## src/rtl/regfile_pkg.sv

```systemverilog
// regfile_pkg
// Shared definitions for the register-file writeback arbiter slice.
//   XLEN_DEF / AW_DEF : default data and register-address widths of the register file
//   wb_beat_t         : one writeback beat (destination register + write data)
//   is_x0()           : true when a destination address names the hard-wired zero register
package regfile_pkg;

    localparam int XLEN_DEF = 32;
    localparam int AW_DEF   = 5;

    typedef struct packed {
        logic [AW_DEF-1:0]   addr;
        logic [XLEN_DEF-1:0] data;
    } wb_beat_t;

    // x0 is hard-wired to zero, so beats aimed at it are accepted but never written.
    function automatic logic is_x0(input logic [AW_DEF-1:0] addr);
        return addr == '0;
    endfunction

endpackage

```

## src/rtl/regfile_wb_arbiter_rr.sv

```systemverilog
// rr_arbiter
// Combinational rotating-priority arbiter. The search starts at index ptr and wraps
// around, so the first requester at or after ptr wins. Tying ptr to zero turns it into
// a fixed lowest-index-wins arbiter. The pointer register itself lives in the parent.
// Ports:
//   req     in   NREQ   request vector
//   ptr     in   PW     index that currently has highest priority
//   gnt     out  NREQ   one-hot grant, all-zero when req is all-zero
//   gnt_idx out  PW     binary index of the granted requester (0 when none)
module rr_arbiter #(
    parameter int NREQ = 2,
    parameter int PW   = (NREQ > 1) ? $clog2(NREQ) : 1
) (
    input  logic [NREQ-1:0] req,
    input  logic [PW-1:0]   ptr,
    output logic [NREQ-1:0] gnt,
    output logic [PW-1:0]   gnt_idx
);

    always_comb begin
        int   idx;
        logic found;
        gnt     = '0;
        gnt_idx = '0;
        found   = 1'b0;
        idx     = 0;
        for (int k = 0; k < NREQ; k++) begin
            idx = int'(ptr) + k;
            if (idx >= NREQ) begin
                idx = idx - NREQ;
            end
            if (!found && req[idx]) begin
                gnt[idx] = 1'b1;
                gnt_idx  = PW'(idx);
                found    = 1'b1;
            end
        end
    end

endmodule

```

## src/rtl/regfile_wb_arbiter.sv

```systemverilog
// regfile_wb_arbiter
// Shares the register file's single write port between NREQ writeback sources.
// One valid/ready beat is accepted per cycle and presented on we3/wa3/wd3 the
// following cycle through a registered output stage.
// Build option: define WB_ARB_RR_EN for round-robin arbitration with a rotating
// pointer; leave it undefined for fixed priority (lowest index wins, no pointer).
// Ports:
//   clk        in   1          clock, rising edge
//   rst        in   1          synchronous reset, active-low
//   req_valid  in   NREQ       requester i has a write pending
//   req_addr   in   NREQ*AW    destination register of requester i (slice i*AW)
//   req_data   in   NREQ*XLEN  write data of requester i (slice i*XLEN)
//   req_ready  out  NREQ       one-hot or zero; requester i's beat accepted this cycle
//   flush      in   1          pipeline flush; blocks acceptance this cycle
//   we3        out  1          register file write enable
//   wa3        out  AW         register file write address
//   wd3        out  XLEN       register file write data
//   wb_busy    out  1          any req_valid bit high (combinational)
// XLEN and AW must match the register file, whose widths are the package defaults.
module regfile_wb_arbiter
    import regfile_pkg::*;
#(
    parameter int NREQ = 2,
    parameter int XLEN = XLEN_DEF,
    parameter int AW   = AW_DEF
) (
    input  logic                 clk,
    input  logic                 rst,
    input  logic [NREQ-1:0]      req_valid,
    input  logic [NREQ*AW-1:0]   req_addr,
    input  logic [NREQ*XLEN-1:0] req_data,
    output logic [NREQ-1:0]      req_ready,
    input  logic                 flush,
    output logic                 we3,
    output logic [AW-1:0]        wa3,
    output logic [XLEN-1:0]      wd3,
    output logic                 wb_busy
);

    localparam int PW = (NREQ > 1) ? $clog2(NREQ) : 1;

    logic [NREQ-1:0] gnt;
    logic [PW-1:0]   gnt_idx;
    logic [PW-1:0]   arb_ptr;
    logic            accept;
    wb_beat_t        sel_beat;
    wb_beat_t        beat_d, beat_q;
    logic            we_d, we_q;

`ifdef WB_ARB_RR_EN
    logic [PW-1:0]   ptr_d, ptr_q;
    assign arb_ptr = ptr_q;
`else
    assign arb_ptr = '0;
`endif

    rr_arbiter #(
        .NREQ (NREQ),
        .PW   (PW)
    ) u_arb (
        .req     (req_valid),
        .ptr     (arb_ptr),
        .gnt     (gnt),
        .gnt_idx (gnt_idx)
    );

    // The register file never backpressures, so the arbiter's pick is accepted
    // unless a flush or reset suppresses the handshake this cycle.
    assign req_ready = (rst && !flush) ? gnt : '0;
    assign accept    = |req_ready;
    assign wb_busy   = |req_valid;

    assign sel_beat.addr = req_addr[int'(gnt_idx)*AW +: AW];
    assign sel_beat.data = req_data[int'(gnt_idx)*XLEN +: XLEN];

    // Output stage loads the accepted beat; x0 beats keep their addr/data visible
    // but never raise the write enable. Without acceptance the enable drops.
    always_comb begin
        we_d   = 1'b0;
        beat_d = beat_q;
        if (accept) begin
            we_d   = !is_x0(sel_beat.addr);
            beat_d = sel_beat;
        end
    end

`ifdef WB_ARB_RR_EN
    // Pointer moves just past the winner, wrapping at NREQ-1; it holds on idle/flush.
    always_comb begin
        ptr_d = ptr_q;
        if (accept) begin
            ptr_d = (gnt_idx == PW'(NREQ - 1)) ? '0 : gnt_idx + PW'(1);
        end
    end

    always_ff @(posedge clk) begin
        if (!rst) begin
            ptr_q <= '0;
        end else begin
            ptr_q <= ptr_d;
        end
    end
`endif

    always_ff @(posedge clk) begin
        if (!rst) begin
            we_q   <= 1'b0;
            beat_q <= '0;
        end else begin
            we_q   <= we_d;
            beat_q <= beat_d;
        end
    end

    assign we3 = we_q;
    assign wa3 = beat_q.addr;
    assign wd3 = beat_q.data;

endmodule

```

## config.mk

```make
export PLATFORM = sky130hd
export DESIGN_NAME = regfile_wb_arbiter
export DESIGN_NICKNAME = d
export VERILOG_FILES = /design/src/rtl/regfile_pkg.sv /design/src/rtl/regfile_wb_arbiter_rr.sv /design/src/rtl/regfile_wb_arbiter.sv
export SDC_FILE = /design/constraint.sdc
export NUM_CORES = 1
export LEC_CHECK = 0
export ABC_AREA = 1
export CORE_MARGIN = 2
export CORE_UTILIZATION = 37
export DETAILED_ROUTE_END_ITERATION = 10
export GPL_TIMING_DRIVEN = 1
export PLACE_DENSITY = 0.81
export SETUP_SLACK_MARGIN = 0.3
export SLEW_MARGIN = 20
export SYNTH_ARGS = -nofsm -noshare
export SYNTH_HDL_FRONTEND = slang
export SYNTH_HIERARCHICAL = 1
export SYNTH_SLANG_ARGS = --single-unit
```

## constraint.sdc

```tcl
create_clock -name clk -period 1.4 [get_ports clk]
set_input_delay 0.21 -clock clk [delete_from_list [all_inputs] [get_ports clk]]
set_output_delay 0.21 -clock clk [all_outputs]
set_load 0.01 [all_outputs]
```

# Yosys cells after proc, flatten, opt, wreduce, memory -nomap -nowiden
# Cells that the tools add are included.
# word_totals
ramBits	0
in_bits	79
rom_bits	0
ff_bits	38
output_inout_bits	41
wordCells	20
memories	0
latch_bits	0
# op_classes
n_lt_le_gt_ge	0
n_mul	1
n_shift	2
div	0
addsub	0
n_eq_ne	0
n_mux	5
n_bitwise	0
reduce_logical	9
# op_table
cell	count
$shiftx 64x7->32	1
$shiftx 10x5->5	1
$logic_not 5->1	1
$mul 1x3->4 const B	1
$mux 2	2
$reduce_or 2->1	2
$logic_not 1->1	3
$mux 1	3
$logic_and 1x1->1	2
$reduce_and 2->1	1

# Logic depth before layout (Yosys ltp)
# Gate-level depths: netlist of the first run.
# depth
depth_word	8
depth_mapped	8
depth_no_buf	8

# Cells and area by module
# Netlist of the first run, hierarchy kept.
# by_module_without_submodules
module	area_each_um2	cells_per_inst	instances	seq_area_each_um2
regfile_wb_arbiter	1874.3	303	1	760.7
rr_arbiter	28.8	5	1	0.0

# Worst setup path before layout of the first run
# No wires, ideal clock.
# synth_timing
path_type	input to register
start	input req_valid[1]
end	register we_q (netlist: we3)
required_ns	1.288
n_path_buf	1
setup_time_ns	0.112
cell_stages	8
slack_ns	0.293
arrival_time_ns	0.995
cell_sequence	inv_1 > a21oi_1 > buf_4 > nand2_1 > o21ai_0 > nand2_1 > nor2_1 > nor2_1
# synth_between
elab_chain_len	6
word_cells_on_any_way	10
cone_classes	1 x mul; 1 x shift; 3 x mux; 5 x reduce/logical
# synth_lines
item	line	text
start: declaration	regfile_wb_arbiter.sv:29	input logic [NREQ-1:0] req_valid,
$logic_and 1x1->1	regfile_wb_arbiter_rr.sv:32	if (!found && req[idx]) begin
$mux 1	regfile_wb_arbiter_rr.sv:32	
via gnt_idx	regfile_wb_arbiter.sv:43	logic [PW-1:0] gnt_idx;
$mul 1x3->4	regfile_wb_arbiter.sv:73	assign sel_beat.addr = req_addr[int'(gnt_idx)*AW +: AW];
$shiftx 10x5->5	regfile_wb_arbiter.sv:73	
$logic_not 5->1	regfile_pkg.sv:18	return addr == '0;
$logic_not 1->1	regfile_wb_arbiter.sv:82	we_d = !is_x0(sel_beat.addr);
end signal: assignment	regfile_wb_arbiter.sv:110	we_q <= we_d;
end: declaration	regfile_wb_arbiter.sv:48	logic we_d, we_q;
# The timed path passes the listed nets, and every way through them passes these cells.
# A chain may end at the register's enable or synchronous reset.

# Final worst setup path of the first run
# layout_timing
start	input req_valid[0]
end	register we_q (netlist: we3)
# layout_between
elab_chain_len	8
word_cells_on_any_way	13
cone_classes	1 x mul; 1 x shift; 5 x mux; 6 x reduce/logical
# layout_lines
item	line
$mux 1	regfile_wb_arbiter_rr.sv:32
$logic_not 1->1	regfile_wb_arbiter_rr.sv:32
$logic_and 1x1->1	regfile_wb_arbiter_rr.sv:32
$mux 1	regfile_wb_arbiter_rr.sv:32
via gnt_idx	regfile_wb_arbiter.sv:43
$mul 1x3->4	regfile_wb_arbiter.sv:73
$shiftx 10x5->5	regfile_wb_arbiter.sv:73
$logic_not 5->1	regfile_pkg.sv:18
$logic_not 1->1	regfile_wb_arbiter.sv:82
# The timed path passes the listed nets, and every way through them passes these cells.

==> results.md, run 1 <==
- Row count: 26
- Seq/Total Area, Yosys: 0.400
- Global Route met1 Usage: 0.206
- Overflow after GRT: 0
- DP Wirelength: 4.17 mm
- Vias/cell: 4.54
- Design Area, Final: 3390 um^2
- Setup crit start: req_valid[0]
- Pint: 2.02 mW
- M3 GR Usage: 0.0648
- Max Cap Viol: 0
- DRC: 0
- Post-Route WL: 5.94 mm
- Die W: 75.7 um
- Total number of vias: 2311
- Max Clock Freq: 0.888 GHz
- Synth area leader: dfxtp_1
- H-tree depth: 2
- Switching share of power: 0.277
- Power, Total: 2.80 mW
- RSZ-0062 raised after global routing: yes
- Crit Reg-Reg Startpoint: wd3[19]$_SDFFE_PN0P_
- Worst hold slack: 486 ps
- Status: completed
- WL/cell: 11.7 um
- PwrDens: 825 nW/um^2
- Height of the die: 75.7 um
- R2r setup slk: 750 ps
- Post-Syn Area: 1900 um^2
- Nets@finish: 517
- CTS Buffer Depth: 2
- Core ar.: 5040 um^2
- Die Footprint: 5730 um^2
- # diodes: 0
- CTS Buf Count: 5
- Largest net degree at the start of global routing: 38
- CTS tree: built
- Clock Latency Late Sink: 270 ps
- NetSw: 0.775 mW
- Worst r2r path cells: 2
- Crit start category: input pin
- Peak fanout along the critical path: 5
- Total GRT Usage: 0.200
- VDD IR max: 0.414 mV
- Yosys top cell area share: 0.400
- Ys async rst share: 0
- Critical Path RT: 1560 ps
- R2R Path End: wd3[19]$_SDFFE_PN0P_
- CTS sink cnt: 38
- Most frequent cell after synthesis: nand2_1
- Dpl cell area: 3240 um^2
- Slew Limit Fails: 0
- Clk pwr share: 0.272
- Worst Skew: 0 ps
- Final Hold Fails: 0
- Lkg Pwr: 1.69 nW
- Fillers: 444
- Initial core utilization: 0.377
- Mapped Cells: 308
- Worst min path class: reg -> reg
- Sequential Power Share: 0.429
- Root Buffer: clkbuf_8
- Initial antenna violation count: 0
- Setup Viol. Count Final: 0
- CP Class: in -> reg
- Clk slew on worst S/H paths: 70 ps
- Tcrit/Tclk final: 0.804
- Dominant cells by area after synthesis: dfxtp_1, nand2_1, nor2_1, o21ai_0, o21ai_1
- GR peak layer: met2
- Syn avg cell area: 6.18 um^2
- Antenna viol nets, final: 0
- Flops & latches, synth: 38
- Port bufs: 119
- Max incr delay on CP: 180 ps
- Final Critical Period: 1130 ps
- CP Capture Type: flop
- CP endpoint: we3$_SDFF_PN0_
- Initial DRT Pass Iterations: 4
- Critical-path cell list: buf_8 > buf_6 > a21oi_4 > buf_4 > buf_12 > nand2_1 > o21ai_1 > nand2_1 > nor2_1 > nor2_1
- Ys flop type: dfxtp_1
- CP arrival: 1290 ps
- DRT iter0 DRCs: 71
- Global-route wire length before repair: 8.84 mm
- CP max-delay cell: a21oi_4
- Layout cells sized above 1: 0.200
- Placer Congestion: 0.758
- EDFF count, synth: 0
- GR Util met2: 0.393
- Area Growth Syn to Fin: 78.3%
- Ports: 120
- Comb pwr share: 0.299
- Number of global-route vias before repair: 2090
- Commonest cells in the netlist: nand2_1, nor2_1, dfxtp_1
- Distinct cells, synth: 17
- Yosys synthesis warning count: 6
[metrics by stage]
step / cells / utilization / TNS, ps / setup WS (ps)
2_1_floorplan: 309 / - / 0 / 379
3_3_place_gp: 492 / 0.643 / -14840 / -403
3_5_place_dp: 492 / 0.643 / -15840 / -461
4_1_cts: 508 / 0.685 / 0 / 251
5_1_grt: 509 / 0.673 / 0 / 244
6_report: 509 / 0.673 / 0 / 274
[sequential cells by signal, indices dropped and copies added (netlist names)]
register	flops
wd3	32
wa3	5
we3	1
[power groups by stage]
stage          Combinational [mW]  Clock [mW]  Sequential (mW)
2_1_floorplan               0.293           0             1.26
6_report                    0.836       0.761             1.20
3_3_place_gp                0.802           0             1.22
5_1_grt                     0.919       0.838             1.21
4_1_cts                     0.836       0.788             1.20
3_5_place_dp                0.817           0             1.22
[layout make-up]
| class | instances | area (um^2) | share of cell area |
|---|---|---|---|
| Sequential cell | 38 | 761 | 0.224 |
| Multi-Input combinational cell | 238 | 1040 | 0.307 |
| Inverter | 15 | 73.8 | 0.0218 |
| Tap cell | 70 | 87.6 | 0.0258 |
| Clock buffer | 7 | 86.3 | 0.0254 |
| Clock inverter | 1 | 5.00 | 0.00147 |
| Timing Repair Buffer | 140 | 1340 | 0.395 |
[routing by layer]
layer	part of all wire	vias to the layer above
li1	-	1201
met1	0.41	1031
met2	0.52	71
met3	0.065	8
met4	0.011	0
met5	0	-
[critical path, delay by kind of cell]
family                 cells  cell delay, ps
buffers and inverters      4             470
AO/OA/AOI/OAI              2             300
AND/OR/NAND/NOR            4             300
[worst min path at each step]
| stage | startpoint | endpoint | slack, ps | depth (start not counted) |
|---|---|---|---|---|
| 2_1_floorplan | req_data[12] | wd3[12]$_SDFFE_PN0P_ | 430 | 4 |
| 3_3_place_gp | wa3[2]$_SDFFE_PN0P_ | wa3[2]$_SDFFE_PN0P_ | 460 | 2 |
| 3_5_place_dp | wa3[2]$_SDFFE_PN0P_ | wa3[2]$_SDFFE_PN0P_ | 480 | 2 |
| 4_1_cts | wa3[2]$_SDFFE_PN0P_ | wa3[2]$_SDFFE_PN0P_ | 490 | 2 |
| 5_1_grt | wa3[3]$_SDFFE_PN0P_ | wa3[3]$_SDFFE_PN0P_ | 520 | 2 |
| 6_report | wa3[0]$_SDFFE_PN0P_ | wa3[0]$_SDFFE_PN0P_ | 490 | 2 |
[layout by cell type (no fill, tap or decap), drive strengths merged]
cell and instances:
a21oi 2, or2 1, dlygate4sd2 1, nand3 3, clkdlybuf4s50 74, conb 2
clkinv 2, o21ai 34, clkdlybuf4s15 7, inv 14, clkbuf 38, buf 27
dfxtp 38, nand2 119, a21boi 1, nor2 76
[logic make-up (layout without fill, tap and decap cells)]
kind of cell           after synthesis  after routing  share of synthesized area
other                                1              2                    0.00197
and+or+nand+nor                    199            199                      0.405
AOI/OAI and AO/OA                   37             37                      0.101
buffers and inverters               33            163                     0.0927
DFF                                 38             38                      0.400
[timing repair]
| action | CTS | global route |
|---|---|---|
| resized for setup | 96 | 77 |
| hold buffers | 0 | 0 |
| hold endpoints to repair | 0 | 0 |
| pin swaps | 17 | 16 |
| endpoints found under the setup margin | 79 | 72 |
| gates cloned | 3 | 0 |
| setup buffers | 5 | 1 |
Note: power is estimated with default switching activity, not from simulation.
==> inputs of run 2 (changes only) <==
--- a/config.mk
+++ b/config.mk
@@ -7,10 +7,10 @@
 export LEC_CHECK = 0
 export ABC_AREA = 1
 export CORE_MARGIN = 2
-export CORE_UTILIZATION = 37
+export CORE_UTILIZATION = 33
 export DETAILED_ROUTE_END_ITERATION = 10
 export GPL_TIMING_DRIVEN = 1
-export PLACE_DENSITY = 0.81
+export PLACE_DENSITY = 0.76
 export SETUP_SLACK_MARGIN = 0.3
 export SLEW_MARGIN = 20
 export SYNTH_ARGS = -nofsm -noshare
==> constraint.sdc (replaced) <==
create_clock -name clk -period 0.95 [get_ports clk]
set_input_delay 0.1425 -clock clk [delete_from_list [all_inputs] [get_ports clk]]
set_output_delay 0.1425 -clock clk [all_outputs]
set_load 0.01 [all_outputs]
==> run 2 against run 1 <==
- power rose by 56%
- design area rose by 14%
- the flow now finishes with violations (negative setup slack)
- count of clock-buffer cells in the layout fell by 1
- critical path depth did not move
- die area rose by 11%
- largest cell class unchanged
- global-route usage fell by 1.3 points
- clock power rose by 41%
- setup slack got worse by 280 ps
- sequential power rose by 52%
- routed wire length rose by 3.3%
==> results.md, run 2 (same netlist as run 1, synthesis figures left out) <==
- Pint: 3.19 mW
- Layout cells sized above 1: 0.363
- Critical-path cell list: buf_8 > a21oi_2 > nand3_2 > buf_6 > nand2_8 > buf_12 > buf_16 > nand2_2 > nand2_1 > nor2_1
- Final Critical Period: 953 ps
- Post-Route WL: 6.14 mm
- CTS Buffer Depth: 2
- RSZ-0062 raised after global routing: yes
- Die Footprint: 6390 um^2
- Clock Latency Late Sink: 280 ps
- Die W: 79.9 um
- CTS Buf Count: 5
- Total GRT Usage: 0.187
- Max incr delay on CP: 150 ps
- Global-route wire length before repair: 9.55 mm
- Comb pwr share: 0.339
- Antenna viol nets, final: 0
- Overflow after GRT: 0
- CP Capture Type: flop
- Number of global-route vias before repair: 2186
- DRT iter0 DRCs: 55
- Power, Total: 4.38 mW
- Commonest cells after routing, fill and taps aside: nand2_1, nor2_1, clkdlybuf4s50_1
- Max Clock Freq: 1.05 GHz
- WL/cell: 11.7 um
- CTS sink cnt: 38
- Row count: 27
- Final Hold Fails: 0
- PwrDens: 1140 nW/um^2
- Initial core utilization: 0.343
- Slew Limit Fails: 0
- Crit start category: input pin
- Leading cell type in the layout, fill and taps excluded: nand2_1
- Nets@finish: 532
- Setup Viol. Count Final: 2
- Worst Skew: 0 ps
- Max Cap Viol: 0
- Ports: 120
- CTS tree: built
- Vias/cell: 4.42
- Failing checks: negative setup slack
- Initial antenna violation count: 0
- Setup tns final: -6.67 ps
- DRC: 0
- Tcrit/Tclk final: 1.00
- CP Class: in -> reg
- Port bufs: 119
- Util after Layout: 0.695
- Worst hold slack: 334 ps
- Status: finished, violations left
- Post-route setup slack: -3.49 ps
- Worst min path class: in -> reg
- Initial DRT Pass Iterations: 5
- Total number of vias: 2314
- Max reg flops: 32
- Hold-fix buffers, CTS: 0
- Area Growth Syn to Fin: 102%
- Clk slew on worst S/H paths: 70 ps
- NetSw: 1.19 mW
- Peak fanout along the critical path: 6
- VDD IR max: 0.608 mV
- Clk pwr share: 0.245
- Core ar.: 5540 um^2
- Sequential Power Share: 0.416
- CP arrival: 1130 ps
- # diodes: 0
- Switching share of power: 0.271
- Lkg Pwr: 1.83 nW
- Critical Path RT: 1130 ps
- Placer Congestion: 0.718
- DP Wirelength: 4.19 mm
- Height of the die: 79.9 um
- Largest net degree at the start of global routing: 34
- CP max-delay cell: buf_6
- H-tree depth: 2
- Root Buffer: clkbuf_8
## run 2: cell count changes in the layout (fill, tap and decap cells not counted), moves of 3 or more
cell,delta
dfxtp_2,+37
o21ai_2,+11
buf_6,+39
nand2_2,+5
o21ai_4,+3
o21ai_1,-6
clkdlybuf4s15_1,-7
dfxtp_1,-37
nand2_4,-4
o21ai_0,-8
clkbuf_2,-31
buf_4,+12
## run 2: repair_timing
action	in CTS	in global routing
setup buffers	14	5
pin swaps	18	9
resized for setup	294	22
cloned	3	1
endpoints found under the setup margin	79	79
## run 2: worst max-delay path: cells and delay by family
kind,cells,cell delay (ps)
compound gates,1,130
simple gates,5,360
buf+inv,4,500
## run 2: layout make-up
| type | count | area (um^2) |
|---|---|---|
| clock buffer | 6 | 82.6 |
| fill | 476 | 1690 |
| inverter | 15 | 68.8 |
| multi-input combinational | 238 | 1110 |
| sequential | 38 | 807 |
| tap | 72 | 90.1 |
| timing repair buffer | 155 | 1690 |
## run 2: metal layers
| metal | part of all wire | vias up | GRT usage | routed length, um |
|---|---|---|---|---|
| met5 | 0 | - | 0 | 0 |
| met4 | 0.0099 | 0 | 0.0441 | 61 |
| met3 | 0.074 | 6 | 0.0724 | 452 |
| met2 | 0.53 | 73 | 0.352 | 3240 |
| met1 | 0.39 | 1011 | 0.193 | 2390 |
| li1 | - | 1224 | - | - |
## run 2: stage by stage
stage / instances / area (um^2) / worst slack (ps)
3_5_place_dp: 495 / 3250 / -747
3_3_place_gp: 495 / 3250 / -709
6_report: 524 / 3850 / -3.49
4_1_cts: 518 / 3700 / 36.1
2_1_floorplan: 309 / 1950 / 36.4
5_1_grt: 524 / 3850 / -55.5
## run 2: worst paths after layout
check                                            end  depth (start not counted)                  from  slack (ps)
worst max-delay path             wa3[2]$_SDFFE_PN0P_                         10          req_valid[0]          -3
worst min-delay path             wa3[0]$_SDFFE_PN0P_                          4                   rst         330
worst max register to register  wd3[12]$_SDFFE_PN0P_                          3  wd3[12]$_SDFFE_PN0P_         210
worst min register to register   wa3[3]$_SDFFE_PN0P_                          2   wa3[3]$_SDFFE_PN0P_         490
## run 2: power by group through the flow
stage | Clock, mW | Combinational (mW) | Sequential, mW
after floorplan | 0 | 0.466 | 1.86
after global placement | 0 | 1.20 | 1.80
after detailed placement | 0 | 1.21 | 1.80
after CTS | 1.11 | 1.41 | 1.82
after global routing | 1.18 | 1.61 | 1.83
final | 1.07 | 1.48 | 1.82
==> inputs of run 3 (changes only) <==
--- a/config.mk
+++ b/config.mk
@@ -17,3 +17,4 @@
 export SYNTH_HDL_FRONTEND = slang
 export SYNTH_HIERARCHICAL = 1
 export SYNTH_SLANG_ARGS = --single-unit
+export TNS_END_PERCENT = 10
==> run 3 against run 2 <==
- the run still ends with negative setup slack left
- non-clock buffer count shrank 3
- combinational power shrank 3%
- largest cell class unchanged
- count of clock-buffer cells in the layout grew 1
==> results.md, run 3 (same netlist as run 1, synthesis figures left out) <==
- Status: finished, violations left
- Failing checks: negative setup slack
- Power, Total: 4.26 mW
- Overflow after GRT: 0
- CTS sink cnt: 38
- Ports: 120
- HP Start: rst
- Hold Path Depth: 4
- Die Footprint: 6390 um^2
- NetSw: 1.22 mW
- Hold-fix buffers, CTS: 0
- Worst r2r path cells: 2
- Multi-input gate area: 1100 um^2
- Leading cell type in the layout, fill and taps excluded: nand2_1
- Vias/cell: 4.46
- DRC: 0
- Final Critical Period: 995 ps
- Global Route met1 Usage: 0.215
- Largest net degree at the start of global routing: 26
- Dpl cell area: 3220 um^2
- CP Capture Type: flop
- Placer Congestion: 0.801
- Tcrit/Tclk final: 1.05
- Post-Route WL: 6.35 mm
- PwrDens: 1150 nW/um^2
- M3 GR Usage: 0.0554
- Crit start category: input pin
- Commonest cells after routing, fill and taps aside: nand2_1, clkdlybuf4s50_1, nor2_1
- Worst min path class: in -> reg
- Die W: 79.9 um
- Initial antenna violation count: 0
- Setup Viol. Count Final: 26
- RSZ-0062 raised after global routing: yes
- Nets@finish: 530
- Core ar.: 5540 um^2
- Area Growth Syn to Fin: 94.5%
- H-tree depth: 2
- GR Util met2: 0.348
- Slew Limit Fails: 0
- Port bufs: 119
- Clk pwr share: 0.244
- Antenna viol nets, final: 0
- Clock Latency Late Sink: 280 ps
- Peak fanout along the critical path: 6
- CP arrival: 1200 ps
- Total GRT Usage: 0.191
- Number of global-route vias before repair: 2219
- R2r setup slk: 320 ps
- Initial DRT Pass Iterations: 4
- Placed cells: 498
- Design Area, Final: 3700 um^2
- Total number of vias: 2330
- DP Wirelength: 4.13 mm
- DRT iter0 DRCs: 58
- WL/cell: 12.1 um
- Max Clock Freq: 1.00 GHz
- Worst hold slack: 341 ps
- Worst Skew: 0 ps
- Switching share of power: 0.285
- CTS Buf Count: 5
- Root Buffer: clkbuf_8
- CP Class: in -> reg
- Clk slew on worst S/H paths: 80 ps
- Comb pwr share: 0.336
- Pint: 3.05 mW
- Final Hold Fails: 0
- Setup tns final: -439 ps
- Layout cells sized above 1: 0.315
- Fillers: 493
- Height of the die: 79.9 um
- Row count: 27
- Max Cap Viol: 0
- Global-route wire length before repair: 9.74 mm
- # diodes: 0
- CTS Buffer Depth: 2
- GR peak layer: met2
- Hold-critical path endpoint: wa3[1]$_SDFFE_PN0P_
- Max reg flops: 32
- Lkg Pwr: 1.79 nW
- VDD IR max: 0.814 mV
- CTS tree: built
- Critical Path RT: 1160 ps
- Sequential Power Share: 0.421
- Sequential Area: 774 um^2
- Initial core utilization: 0.343
- R2R Path End: wd3[26]$_SDFFE_PN0P_
- Crit Reg-Reg Startpoint: wd3[26]$_SDFFE_PN0P_
- Post-route setup slack: -45.4 ps
- Non-filler cells, final: 523
## run 3: cell types whose count changed in the layout (fill, tap and decap cells not counted), sizes merged
cell,before,now
clkinv,0,1
buf,80,78
## run 3: area by class of cell
class,count,share of cell area
timing repair buffer,152,0.424
clock buffer,7,0.0206
timing repair inverter,1,0.00304
inverter,15,0.0216
tap,72,0.0243
multi-input combinational,238,0.297
sequential,38,0.209
## run 3: power groups by stage
stage	Combinational, mW	Clock [mW]	Sequential, mW
global route	1.56	1.12	1.80
global placement	1.18	0	1.80
floorplan	0.461	0	1.86
CTS	1.31	1.04	1.78
detailed placement	1.19	0	1.80
finish	1.43	1.04	1.79
## run 3: per-layer routing
layer  vias up  part of all wire
met5         -                 0
met4         0            0.0072
met3         6             0.081
met2        80              0.51
met1      1022              0.40
li1       1222                 -
## run 3: how the worst max path moves through the flow
stage / slack, ps / startpoint / to
finish: -50 / req_valid[0] / wd3[20]$_SDFFE_PN0P_
floorplan: 40 / req_valid[0] / wd3[12]$_SDFFE_PN0P_
global placement: -730 / req_valid[1] / wd3[0]$_SDFFE_PN0P_
global route: -100 / req_valid[0] / wa3[2]$_SDFFE_PN0P_
CTS: 20 / req_valid[0] / wd3[4]$_SDFFE_PN0P_
detailed placement: -790 / req_valid[1] / wd3[4]$_SDFFE_PN0P_
## run 3: per-stage QoR
step                worst slack [ps]  utilization
CTS                             18.2        0.629
global route                   -95.3        0.668
global placement                -727        0.581
floorplan                       36.4            -
finish                         -45.4        0.668
detailed placement              -787        0.581
## run 3: critical path, stage by stage
cell	delay, ps
buf_8	100
buf_6	110
a21oi_4	190
buf_4	150
buf_4	130
buf_4	140
nand2_1	50
nand2_1	60
nor2_1	40
nor2_1	80
## run 3: repair_timing
item,in CTS,in global routing
gates resized for setup,260,50
setup endpoints to repair,79,79
pin swaps,26,17
setup buffers,8,3
gates cloned,7,0
